**config.mk**
```make
export PLATFORM = sky130hd
export DESIGN_NAME = dense_layer_sequencer
export DESIGN_NICKNAME = d
export VERILOG_FILES = /design/src/rtl/nn_pkg.sv /design/src/rtl/nn_requant.sv /design/src/rtl/dense_layer_sequencer.sv
export SDC_FILE = /design/constraint.sdc
export NUM_CORES = 1
export LEC_CHECK = 0
export BUFFER_PORTS_ARGS = -buffer_cell sky130_fd_sc_hd__buf_2
export CAP_MARGIN = 15
export CORE_MARGIN = 4
export CORE_UTILIZATION = 60
export CTS_CLUSTER_SIZE = 14
export DETAILED_ROUTE_END_ITERATION = 7
export PLACE_DENSITY = 0.79
export SLEW_MARGIN = 20
export SYNTH_ARGS = -nofsm -noshare
export SYNTH_HDL_FRONTEND = slang
export SYNTH_HIERARCHICAL = 1
export SYNTH_SLANG_ARGS = --single-unit
```
**constraint.sdc**
```tcl
create_clock -name clk -period 5.2 [get_ports clk]
set_input_delay 1.3 -clock clk [delete_from_list [all_inputs] [get_ports clk]]
set_output_delay 1.3 -clock clk [all_outputs]
set_load 0.03 [all_outputs]
```
**src/rtl/nn_pkg.sv**
```systemverilog
// Shared types and helpers for the fixed-point NN blocks.
// Provides: seq_state_e (sequencer FSM states), acc_t/data_t, sat_q().
package nn_pkg;

    localparam int NN_WIDTH = 16;
    localparam int NN_FRAC  = 8;
    localparam int NN_ACC_W = 40;

    typedef logic signed [NN_ACC_W-1:0] acc_t;
    typedef logic signed [NN_WIDTH-1:0] data_t;

    typedef enum logic [2:0] {
        S_IDLE,
        S_MAC,
        S_DRAIN,
        S_RESULT,
        S_OUT,
        S_FINISH
    } seq_state_e;

    // Clamp a to the signed range of a width-bit word.
    function automatic acc_t sat_q(input acc_t a, input int width);
        acc_t hi;
        acc_t lo;
        hi = (acc_t'(1) <<< (width - 1)) - acc_t'(1);
        lo = ~hi;
        if (a > hi) return hi;
        if (a < lo) return lo;
        return a;
    endfunction

endpackage

```
**src/rtl/nn_requant.sv**
```systemverilog
// Combinational requantiser: bias add, arithmetic shift, saturate, ReLU.
// Ports: acc (accumulator), bias (Q.FRAC), relu (enable), res (result).
module nn_requant
    import nn_pkg::*;
#(
    parameter int WIDTH = NN_WIDTH,
    parameter int FRAC  = NN_FRAC,
    parameter int ACC_W = NN_ACC_W
) (
    input  logic [ACC_W-1:0] acc,
    input  logic [WIDTH-1:0] bias,
    input  logic             relu,
    output logic [WIDTH-1:0] res
);

    logic signed [ACC_W-1:0] bias_ext;
    logic signed [ACC_W-1:0] sum;
    logic signed [ACC_W-1:0] shifted;
    acc_t                    sat;

    always_comb begin
        bias_ext = {{(ACC_W-WIDTH){bias[WIDTH-1]}}, bias};
        sum      = $signed(acc) + (bias_ext <<< FRAC);
        // Arithmetic shift: rounds toward -inf.
        shifted  = sum >>> FRAC;
        sat      = sat_q(acc_t'(shifted), WIDTH);
        if (relu && sat < 0) begin
            res = '0;
        end else begin
            res = sat[WIDTH-1:0];
        end
    end

endmodule

```
**src/rtl/dense_layer_sequencer.sv**
```systemverilog
// Time-multiplexed dense layer controller: y = W*x + b, optional ReLU.
// Ports: start/cfg_* in, busy/done/cfg_err status, rd_* memory reads,
// x/w/b_data read returns (1-cycle latency), out_* valid/ready stream.
module dense_layer_sequencer
    import nn_pkg::*;
#(
    parameter int BATCH = 15,
    parameter int MAX_M = 64,
    parameter int MAX_N = 64,
    parameter int WIDTH = NN_WIDTH,
    parameter int FRAC  = NN_FRAC,
    parameter int ACC_W = NN_ACC_W
) (
    input  logic                       clk,
    input  logic                       rst,
    input  logic                       start,
    input  logic [$clog2(MAX_M+1)-1:0] cfg_m,
    input  logic [$clog2(MAX_N+1)-1:0] cfg_n,
    input  logic                       cfg_relu,
    output logic                       busy,
    output logic                       done,
    output logic                       cfg_err,
    output logic                       rd_en,
    output logic [$clog2(BATCH)-1:0]   rd_b,
    output logic [$clog2(MAX_M)-1:0]   rd_m,
    output logic [$clog2(MAX_N)-1:0]   rd_n,
    input  logic [WIDTH-1:0]           x_data,
    input  logic [WIDTH-1:0]           w_data,
    input  logic [WIDTH-1:0]           b_data,
    output logic                       out_valid,
    input  logic                       out_ready,
    output logic [$clog2(BATCH)-1:0]   out_b,
    output logic [$clog2(MAX_M)-1:0]   out_m,
    output logic [WIDTH-1:0]           out_data
);

    localparam int MW = $clog2(MAX_M+1);
    localparam int NW = $clog2(MAX_N+1);
    localparam int BW = $clog2(BATCH);
    localparam int MI = $clog2(MAX_M);
    localparam int NI = $clog2(MAX_N);

    localparam logic [MW-1:0] MAX_M_V = MW'(MAX_M);
    localparam logic [NW-1:0] MAX_N_V = NW'(MAX_N);
    localparam logic [BW-1:0] LAST_B  = BW'(BATCH-1);

    seq_state_e state, nxt;

    logic [MW-1:0]    m_cfg;
    logic [NW-1:0]    n_cfg;
    logic             relu_q;
    logic             err_q;
    logic [BW-1:0]    b_idx;
    logic [MI-1:0]    m_idx;
    logic [NI-1:0]    n_idx;
    logic             v_q;
    logic             first_q;
    logic [ACC_W-1:0] acc;
    logic [WIDTH-1:0] bias_q;
    logic [WIDTH-1:0] req;

    logic                    cfg_bad;
    logic                    last_n;
    logic                    last_m;
    logic                    last_b;
    logic signed [2*WIDTH-1:0] prod;
    logic [ACC_W-1:0]        prod_ext;

    assign cfg_bad = (cfg_m == '0) || (cfg_n == '0) ||
                     (cfg_m > MAX_M_V) || (cfg_n > MAX_N_V);
    assign last_n  = (NW'(n_idx) == n_cfg - NW'(1));
    assign last_m  = (MW'(m_idx) == m_cfg - MW'(1));
    assign last_b  = (b_idx == LAST_B);

    assign prod     = $signed(x_data) * $signed(w_data);
    assign prod_ext = {{(ACC_W-2*WIDTH){prod[2*WIDTH-1]}}, prod};

    assign rd_b = b_idx;
    assign rd_m = m_idx;
    assign rd_n = n_idx;

    always_ff @(posedge clk or posedge rst) begin
        if (rst) begin
            state <= S_IDLE;
        end else begin
            state <= nxt;
        end
    end

    always_comb begin
        nxt     = state;
        busy    = 1'b0;
        done    = 1'b0;
        cfg_err = 1'b0;
        rd_en   = 1'b0;
        unique case (state)
            S_IDLE: begin
                if (start) begin
                    nxt = cfg_bad ? S_FINISH : S_MAC;
                end
            end
            S_MAC: begin
                busy  = 1'b1;
                rd_en = 1'b1;
                if (last_n) begin
                    nxt = S_DRAIN;
                end
            end
            S_DRAIN: begin
                busy = 1'b1;
                nxt  = S_RESULT;
            end
            S_RESULT: begin
                busy = 1'b1;
                nxt  = S_OUT;
            end
            S_OUT: begin
                busy = 1'b1;
                if (out_ready) begin
                    nxt = (last_m && last_b) ? S_FINISH : S_MAC;
                end
            end
            S_FINISH: begin
                done    = 1'b1;
                cfg_err = err_q;
                nxt     = S_IDLE;
            end
            default: nxt = S_IDLE;
        endcase
    end

    // Config latch and b/m/n index counters.
    always_ff @(posedge clk or posedge rst) begin
        if (rst) begin
            m_cfg  <= '0;
            n_cfg  <= '0;
            relu_q <= 1'b0;
            err_q  <= 1'b0;
            b_idx  <= '0;
            m_idx  <= '0;
            n_idx  <= '0;
        end else begin
            unique case (state)
                S_IDLE: begin
                    if (start) begin
                        m_cfg  <= cfg_m;
                        n_cfg  <= cfg_n;
                        relu_q <= cfg_relu;
                        err_q  <= cfg_bad;
                        b_idx  <= '0;
                        m_idx  <= '0;
                        n_idx  <= '0;
                    end
                end
                S_MAC: begin
                    n_idx <= last_n ? '0 : n_idx + NI'(1);
                end
                S_OUT: begin
                    if (out_ready) begin
                        if (last_m) begin
                            m_idx <= '0;
                            if (!last_b) begin
                                b_idx <= b_idx + BW'(1);
                            end
                        end else begin
                            m_idx <= m_idx + MI'(1);
                        end
                    end
                end
                default: ;
            endcase
        end
    end

    // Read-valid pipe and accumulator; first product replaces acc.
    always_ff @(posedge clk or posedge rst) begin
        if (rst) begin
            v_q     <= 1'b0;
            first_q <= 1'b0;
            acc     <= '0;
            bias_q  <= '0;
        end else begin
            v_q     <= (state == S_MAC);
            first_q <= (state == S_MAC) && (n_idx == '0);
            if (v_q) begin
                acc <= first_q ? prod_ext : acc + prod_ext;
                if (first_q) begin
                    bias_q <= b_data;
                end
            end
        end
    end

    nn_requant #(
        .WIDTH (WIDTH),
        .FRAC  (FRAC),
        .ACC_W (ACC_W)
    ) u_req (
        .acc  (acc),
        .bias (bias_q),
        .relu (relu_q),
        .res  (req)
    );

    always_ff @(posedge clk or posedge rst) begin
        if (rst) begin
            out_valid <= 1'b0;
            out_b     <= '0;
            out_m     <= '0;
            out_data  <= '0;
        end else begin
            if (state == S_RESULT) begin
                out_valid <= 1'b1;
                out_b     <= b_idx;
                out_m     <= m_idx;
                out_data  <= req;
            end else if (state == S_OUT && out_ready) begin
                out_valid <= 1'b0;
            end
        end
    end

endmodule

```
==> results of run 1 <==
-- final cells by class --
cell class | instances | area, µm² | share of cell area [%]
Tap cell | 442 | 553 | 2.17
Multi-Input combinational cell | 1685 | 16300 | 63.9
Clock inverter | 14 | 140 | 0.551
Clock buffer | 18 | 439 | 1.73
Inverter | 356 | 1340 | 5.28
Sequential cell | 120 | 3010 | 11.8
Timing Repair Buffer | 463 | 3690 | 14.5
-- timing repair --
| action | CTS | global route |
|---|---|---|
| gates cloned | 1 | 2 |
| hold buffers | 0 | 0 |
| setup buffers | 51 | 34 |
| pin swaps | 131 | 79 |
| endpoints found under the setup margin | 34 | 37 |
| resized for setup | 207 | 120 |
-- cells in the final DEF, fill, tap and decap left out, types with 55 or more instances in the layout --
cell       n
inv_1    310
buf_6     59
nor2_1   128
dfrtp_1  117
xnor2_1   55
a21oi_1  107
nand2_1  208
buf_4    303
and2_1   110
fa_1     246
buf_2     83
o21ai_0   57
ha_1     128
-- stage by stage --
stage          setup TNS [ns]  std cells  area (µm²)
3_3_place_gp           -99.70       2992       23000
5_1_grt                -99.54       3098       25500
2_1_floorplan          -75.33       2243       20300
6_report               -92.19       3098       25500
3_5_place_dp          -103.76       2992       23000
4_1_cts                -79.11       3068       24800
-- critical path: cells and delay by family --
family	cells	cell delay, ns
fa+ha+maj	8	3.41
compound gates	13	2.47
buf+inv	10	0.99
simple gates	4	0.87
xor+xnor	1	0.13
-- flip-flops by register name, summed over array words and instances (netlist names) --
name and flops:
n_cfg 7, first_q 1, out_b 4, state 3, out_data 16, acc 40
relu_q 1, rd_n 6, out_valid 1, out_m 6, rd_m 6, bias_q 16
rd_b 4, err_q 1, v_q 1, m_cfg 7
-- cells by family (layout without fill, tap and decap cells) --
| family | Yosys count | in the layout | share of synthesized area, % |
|---|---|---|---|
| compound gates | 448 | 448 | 14.8 |
| xor+xnor | 109 | 109 | 4.83 |
| fa+ha+maj | 428 | 428 | 37.1 |
| buf+inv | 438 | 851 | 8.93 |
| flops | 120 | 120 | 15.2 |
| mux | 59 | 59 | 3.33 |
| simple gates | 641 | 641 | 15.8 |
-- worst paths after layout --
kind,endpoint,slack [ns],from
max,acc[35],-3.68,w_data[3]
min,out_valid,0.49,out_valid
min in group asynchronous,rd_n[2],1.03,rst
max reg2reg,out_data[14],0.37,acc[8]
max in group asynchronous,acc[4],3.06,rst
min reg2reg,out_valid,0.49,out_valid
-- layer usage --
layer  routed length [µm]  vias to the layer above  global-route usage (%)
met5                    0                        -                       0
met4                 2410                        0                    10.9
met3                 3790                      222                    3.43
met2                30200                      846                    56.0
met1                22400                     9109                    39.8
li1                     -                     8197                       -
==> results.cfg, run 1 <==
[outcome]
outcome = finished with violations
violations = setup timing

[timing]
max_freq_mhz = 113
fin_hold_ws_ns = 0.485
tightest_slew_ns = 0.875
maxSlewHeadroom_pct = 41.6
fin_crit_ns = 8.88
setup_violations = 34
drv_slew = 0
finalHoldViolCount = 0
skew_ns = 0.0124
finalWorstSetupSlack_ns = -3.68
period_share_pct = 171
grt_setup_unrepaired = true

[worst_setup_path]
crit_path_max_incr_delay_ns = 0.56
crit_top_cell = inv_1
path_class = in2reg
crit_path_max_fanout = 10
endpoint_kind = flip-flop
startpoint_type = input port
arrival_ns = 9.20
crit_slowest_cell = fa_1
crit_required_ns = 5.52
reg2reg_depth = 16

[clock_network]
cts_max_path_buffers = 2
cts.sinks = 120
clk_latency_ns = 0.43
cts-root-buf = clkbuf_16
cts_tree = done
clk_pin_slew_ns = 0.07
htree_levels = 4
numCtsBuffers = 17

[routing]
initialDrtViolationCount = 1520
drc_errors = 0
postRouteAntennaNets = 0
post_drt_wl_per_cell_um = 19.0
viasPerCell = 5.93
detail_route.first_pass.iterations = 5
wirelength_um = 58800
num_vias = 18400

[yosys]
ys_ff_latch = 120
synth_nets = 2738
syn_inst = 2243
ys_top_cells_by_area = fa_1 (27%), dfrtp_1 (15%), ha_1 (10%)
syn_avg_cell_area_um2 = 8.81
synth.largest_area_cell = fa_1
yosysMostFrequentCell = inv_1
yosysWarnings = 6
async_reset_ff_share_pct = 100
synth_area_mm2 = 0.0198
seq_area_frac_synth_pct = 15.2
synthTopCellsByCount = inv_1 (355), fa_1 (264), nand2_1 (218), ha_1 (164), a21oi_1 (143)
ys_types = 87
synth_edf_count = 0
yosys.area.top_type_share_pct = 26.7
synth-main-ff-cell = dfrtp_1

[flow_run]
max_cap_violations = 0

[floorplanning]
initial_core_util_pct = 60.7
fp-row-count = 66
io_pins = 114
die_area_mm2 = 0.0359
dieHeight_um = 189
coreArea_mm2 = 0.0325
die_x_um = 189

[cells_and_area]
antenna_cells = 0
nNetsFinal = 3138
utilization_pct = 78.2
area_growth_pct = 28.8
fillCellCount = 2028
layout-drive-gt1-share_pct = 30.5

[placement]
port_buffers = 113
dp_hpwl_um = 41000
pre_cts_ws_ns = -3.88
gp_congestion = 0.921

[hold_path]
worstHoldPathCells = 2
hp-class = reg2reg

[global_route]
grtUsageTotal_pct = 31.4
antenna_found_initial = 0
grt_pass1_wl_um = 93000
grt_max_degree = 68
first_global_vias = 19200
grt_overflow = 0
Power of run 1 is not shown: default switching activity piles up to over one toggle a cycle in this logic, so the estimate is an artifact.
==> inputs of run 2 (changes only) <==
--- a/config.mk
+++ b/config.mk
@@ -12,6 +12,7 @@
 export CTS_CLUSTER_SIZE = 14
 export DETAILED_ROUTE_END_ITERATION = 7
 export PLACE_DENSITY = 0.79
+export REMOVE_ABC_BUFFERS = 1
 export SLEW_MARGIN = 20
 export SYNTH_ARGS = -nofsm -noshare
 export SYNTH_HDL_FRONTEND = slang
==> run 2 against run 1 <==
The flow still finishes with violations (setup timing). Via count up 3.8%. Critical path depth down 2. Fmax up 2.3%. Die area unchanged. Clock skew up 0.0029 ns. Worst setup slack better by 0.20 ns. Routed wire length up 11%. Utilization up 2.4 points. First-iteration DRC count up 6.7%. Sequential cell count unchanged. Critical path type unchanged.
==> results.cfg, run 2 (synthesis gave the netlist of run 1 again) <==
[routing]
detail_route.first_pass.iterations = 6
drc_errors = 0
initialDrtViolationCount = 1622
postRouteAntennaNets = 0
post_drt_wl_per_cell_um = 20.9
wirelength_um = 65300
num_vias = 19100
viasPerCell = 6.10

[worst_setup_path]
cp_num_buf_inv = 7
crit_path_max_incr_delay_ns = 0.55
startpoint = w_data[4]
startpoint_type = input port
crit_required_ns = 5.54
path_delay_family = adder cells
reg2reg_depth = 16
endpoint = acc[39]
arrival_ns = 9.02
r2r_start = acc[8]
crit_top_cell = fa_1
path_class = in2reg
r2r-end = out_data[14]
endpoint_kind = flip-flop
reg2reg_slack_ns = 0.42
crit_path_max_fanout = 11
crit_slowest_cell = fa_1
path_depth = 34

[floorplanning]
die_area_mm2 = 0.0359
fp-row-count = 66
initial_core_util_pct = 60.7
coreArea_mm2 = 0.0325
die_x_um = 189
io_pins = 114
dieHeight_um = 189

[timing]
finalWorstSetupSlack_ns = -3.48
setup_violations = 34
skew_ns = 0.0153
tightest_slew_ns = 0.814
drv_slew = 0
fin_crit_ns = 8.68
fin_hold_ws_ns = 0.482
max_freq_mhz = 115
finalHoldViolCount = 0
period_share_pct = 167
grt_setup_unrepaired = true
maxSlewHeadroom_pct = 45.6

[clock_network]
clk_pin_slew_ns = 0.06
htree_levels = 4
cts_tree = done
cts_max_path_buffers = 2
cts.sinks = 120
clk_latency_ns = 0.43
cts-root-buf = clkbuf_16
ctsHoldBuffers = 0
numCtsBuffers = 17

[cells_and_area]
top_regs = acc x40, bias_q x16, out_data x16
nNetsFinal = 3165
antenna_cells = 0
layout_common_cells = inv_1 (305), buf_4 (292), fa_1 (240)
layout-drive-gt1-share_pct = 33.9
area_growth_pct = 32.8
largest_register_ffs = 40
regMostFlops = acc
fillCellCount = 1827
utilization_pct = 80.7
layout_commonest_cell = inv_1
stdcell_area_mm2 = 0.0262

[global_route]
first_global_vias = 19300
antenna_found_initial = 0
grtUsageTotal_pct = 31.7
grt_pass1_wl_um = 94100
grt_max_degree = 65
grt_overflow = 0

[outcome]
violations = setup timing
outcome = finished with violations

[flow_run]
max_cap_violations = 0

[placement]
place_area_mm2 = 0.0226
gp_congestion = 0.930
port_buffers = 113
dp_hpwl_um = 40900
pre_cts_ws_ns = -4.18

[hold_path]
hp-class = reg2reg
[run 2: changes by cell type in the layout (fill, tap and decap cells not counted), moves of 7 or more]
cell / delta
buf_4: -11
buf_6: +29
ha_1: -12
ha_4: +11
inv_2: +7
[run 2: repair_timing]
| item | CTS | global route |
|---|---|---|
| gates resized for setup | 288 | 254 |
| setup endpoints to repair | 34 | 48 |
| cloned | 1 | 0 |
| pin swaps | 220 | 212 |
| buffers inserted | 52 | 67 |
[run 2: worst min-delay path by stage]
stage                     startpoint         to  cells after the start
after CTS                  out_valid  out_valid                      2
after detailed placement   out_valid  out_valid                      2
after global routing       bias_q[8]  bias_q[8]                      1
after global placement     out_valid  out_valid                      2
after floorplan               relu_q     relu_q                      1
final                      out_valid  out_valid                      2
[run 2: layer usage]
layer | track usage (%) | wire (µm) | vias to the layer above
met5 | 0 | 0 | -
met3 | 3.98 | 4570 | 402
li1 | - | - | 8243
met2 | 54.9 | 32200 | 1115
met4 | 12.4 | 4400 | 0
met1 | 40.7 | 24100 | 9316
[run 2: layout make-up]
| type | instances | area (µm²) | area share (%) |
|---|---|---|---|
| multi-input cells | 1685 | 16800 | 64.0 |
| inverters | 356 | 1340 | 5.10 |
| clock inverters | 14 | 116 | 0.443 |
| flip-flops and latches | 120 | 3010 | 11.5 |
| clock buffers | 18 | 439 | 1.67 |
| repair buffers | 490 | 3990 | 15.2 |
| well taps | 442 | 553 | 2.11 |
[run 2: worst reg2reg max path, delay by kind of cell (launching register included)]
family	cells	cell delay [ns]
flops	1	0.45
xor+xnor	1	0.21
simple gates	7	1.58
fa+ha+maj	3	1.07
mux	1	0.16
compound gates	4	1.23
[run 2: per-stage QoR]
step | TNS (ns) | cells
2_1_floorplan | -82.85 | 2161
3_3_place_gp | -106.94 | 2992
3_5_place_dp | -110.88 | 2992
4_1_cts | -81.35 | 3074
5_1_grt | -96.51 | 3125
6_report | -91.14 | 3125
Power of run 2 is left out for the same reason.
==> inputs of run 3 (changes only) <==
--- a/config.mk
+++ b/config.mk
@@ -7,11 +7,14 @@
 export LEC_CHECK = 0
 export BUFFER_PORTS_ARGS = -buffer_cell sky130_fd_sc_hd__buf_2
 export CAP_MARGIN = 15
+export CELL_PAD_IN_SITES_DETAIL_PLACEMENT = 0
+export CELL_PAD_IN_SITES_GLOBAL_PLACEMENT = 1
 export CORE_MARGIN = 4
-export CORE_UTILIZATION = 60
+export CORE_UTILIZATION = 49
+export CTS_CLUSTER_DIAMETER = 150
 export CTS_CLUSTER_SIZE = 14
 export DETAILED_ROUTE_END_ITERATION = 7
-export PLACE_DENSITY = 0.79
+export PLACE_DENSITY_LB_ADDON = 0.1
 export REMOVE_ABC_BUFFERS = 1
 export SLEW_MARGIN = 20
 export SYNTH_ARGS = -nofsm -noshare
==> run 3 against run 2 <==
The flow still finishes with violations (setup timing). Sequential cell count unchanged. Worst hold slack got worse by 0.0021 ns. First-iteration DRC count decreased by 47%.
==> results.cfg, run 3 (synthesis gave the netlist of run 1 again) <==
[outcome]
outcome = finished with violations
violations = setup timing

[timing]
fin_crit_ns = 8.42
setup_violations = 34
maxSlewHeadroom_pct = 44.2
drv_slew = 0
period_share_pct = 162
grt_setup_unrepaired = true
max_freq_mhz = 119
tightest_slew_ns = 0.836
finalWorstSetupSlack_ns = -3.22
skew_ns = 0.0103
finalHoldViolCount = 0

[cells_and_area]
area_growth_pct = 30.4
regMostFlops = acc
stdcell_area_mm2 = 0.0258
top_regs = acc x40, bias_q x16, out_data x16
layout_common_cells = inv_1 (317), buf_4 (306), fa_1 (246)
nNetsFinal = 3148
largest_register_ffs = 40
fillCellCount = 3410
layout-drive-gt1-share_pct = 31.0
layout_commonest_cell = inv_1

[placement]
dp_hpwl_um = 43000
gp_congestion = 0.884
port_buffers = 113
place_area_mm2 = 0.0228

[routing]
wirelength_um = 53400
num_vias = 16900
viasPerCell = 5.31
postRouteAntennaNets = 0
drc_errors = 0
detail_route.first_pass.iterations = 5
post_drt_wl_per_cell_um = 16.7
initialDrtViolationCount = 862

[global_route]
grtUsageTotal_pct = 24.7
grt_max_degree = 70
first_global_vias = 18000
grt_overflow = 0
antenna_found_initial = 3
grt_pass1_wl_um = 89500

[worst_setup_path]
cp_num_buf_inv = 8
endpoint_kind = flip-flop
crit_path_max_fanout = 5
path_class = in2reg
crit_required_ns = 5.54
crit_slowest_cell = fa_1
startpoint_type = input port
crit_path_max_incr_delay_ns = 0.56
path_delay_family = adder cells
arrival_ns = 8.77
crit_top_cell = fa_1

[clock_network]
cts_tree = done
cts.sinks = 120
htree_levels = 4
cts_max_path_buffers = 2
cts-root-buf = clkbuf_16
clk_pin_slew_ns = 0.06
numCtsBuffers = 17
ctsHoldBuffers = 0
clk_latency_ns = 0.43

[floorplanning]
dieHeight_um = 209
die_area_mm2 = 0.0436
die_x_um = 209
initial_core_util_pct = 49.6
fp-row-count = 73
coreArea_mm2 = 0.0398
io_pins = 114

[hold_path]
hp-class = reg2reg

[flow_run]
max_cap_violations = 0
run 3: cell types whose count changed in the layout (fill, tap and decap cells not counted), moves of 7 or more:
cell / delta
buf_6: -26
buf_4: +14
ha_1: +13
ha_4: -13
inv_1: +12
inv_2: -12
nand2_1: +7
run 3: worst reg2reg max path, delay by kind of cell (launching register included):
kind | cells | cell delay, ns
DFF | 1 | 0.45
xor gates and xnor gates | 1 | 0.17
AOI/OAI and AO/OA | 5 | 1.39
and+or+nand+nor | 6 | 1.43
muxes | 1 | 0.17
adders and majority gates | 3 | 1.06
run 3: what timing repair did:
item	CTS	global route
gates cloned	2	0
setup buffers	28	36
pin swaps	172	132
endpoints found under the setup margin	34	47
resized for setup	308	129
run 3: through the flow:
stage | worst slack [ns] | instances | setup TNS, ns | hold WS (ns) | utilization [%]
final | -3.22 | 3192 | -81.44 | 0.480 | 64.7
after global routing | -3.48 | 3191 | -90.46 | 0.490 | 64.7
after CTS | -3.30 | 3158 | -80.15 | 0.482 | 62.7
after detailed placement | -4.20 | 3097 | -111.41 | 0.466 | 57.3
after global placement | -4.14 | 3097 | -110.58 | 0.460 | 57.3
after floorplan | -3.71 | 2161 | -82.85 | 0.482 | -
run 3: path summary, 6_finish.rpt:
check	start	end	slack, ns	depth (start not counted)
max	w_data[12]	acc[39]	-3.22	33
min	out_valid	out_valid	0.48	2
max reg2reg	acc[8]	out_data[14]	0.46	16
min reg2reg	out_valid	out_valid	0.48	2
max in group asynchronous	rst	acc[8]	3.24	3
min in group asynchronous	rst	out_data[11]	1.03	2
run 3: cell type report:
class / count / area [µm²] / share of cell area [%]
multi-input combinational: 1685 / 16400 / 63.5
timing repair buffer: 473 / 3790 / 14.7
sequential: 120 / 3010 / 11.7
inverter: 356 / 1340 / 5.20
tap: 525 / 657 / 2.55
clock buffer: 19 / 453 / 1.76
clock inverter: 13 / 168 / 0.651
antenna: 1 / 2.50 / 0.00971
run 3: layer usage:
| metal | part of all wire [%] | vias up | GRT usage, % |
|---|---|---|---|
| met5 | 0.049 | - | 0 |
| met4 | 2.3 | 4 | 5.90 |
| met3 | 3.1 | 84 | 2.63 |
| met2 | 49 | 311 | 42.4 |
| met1 | 45 | 8337 | 33.8 |
| li1 | - | 8203 | - |
Power of run 3 is left out for the same reason.
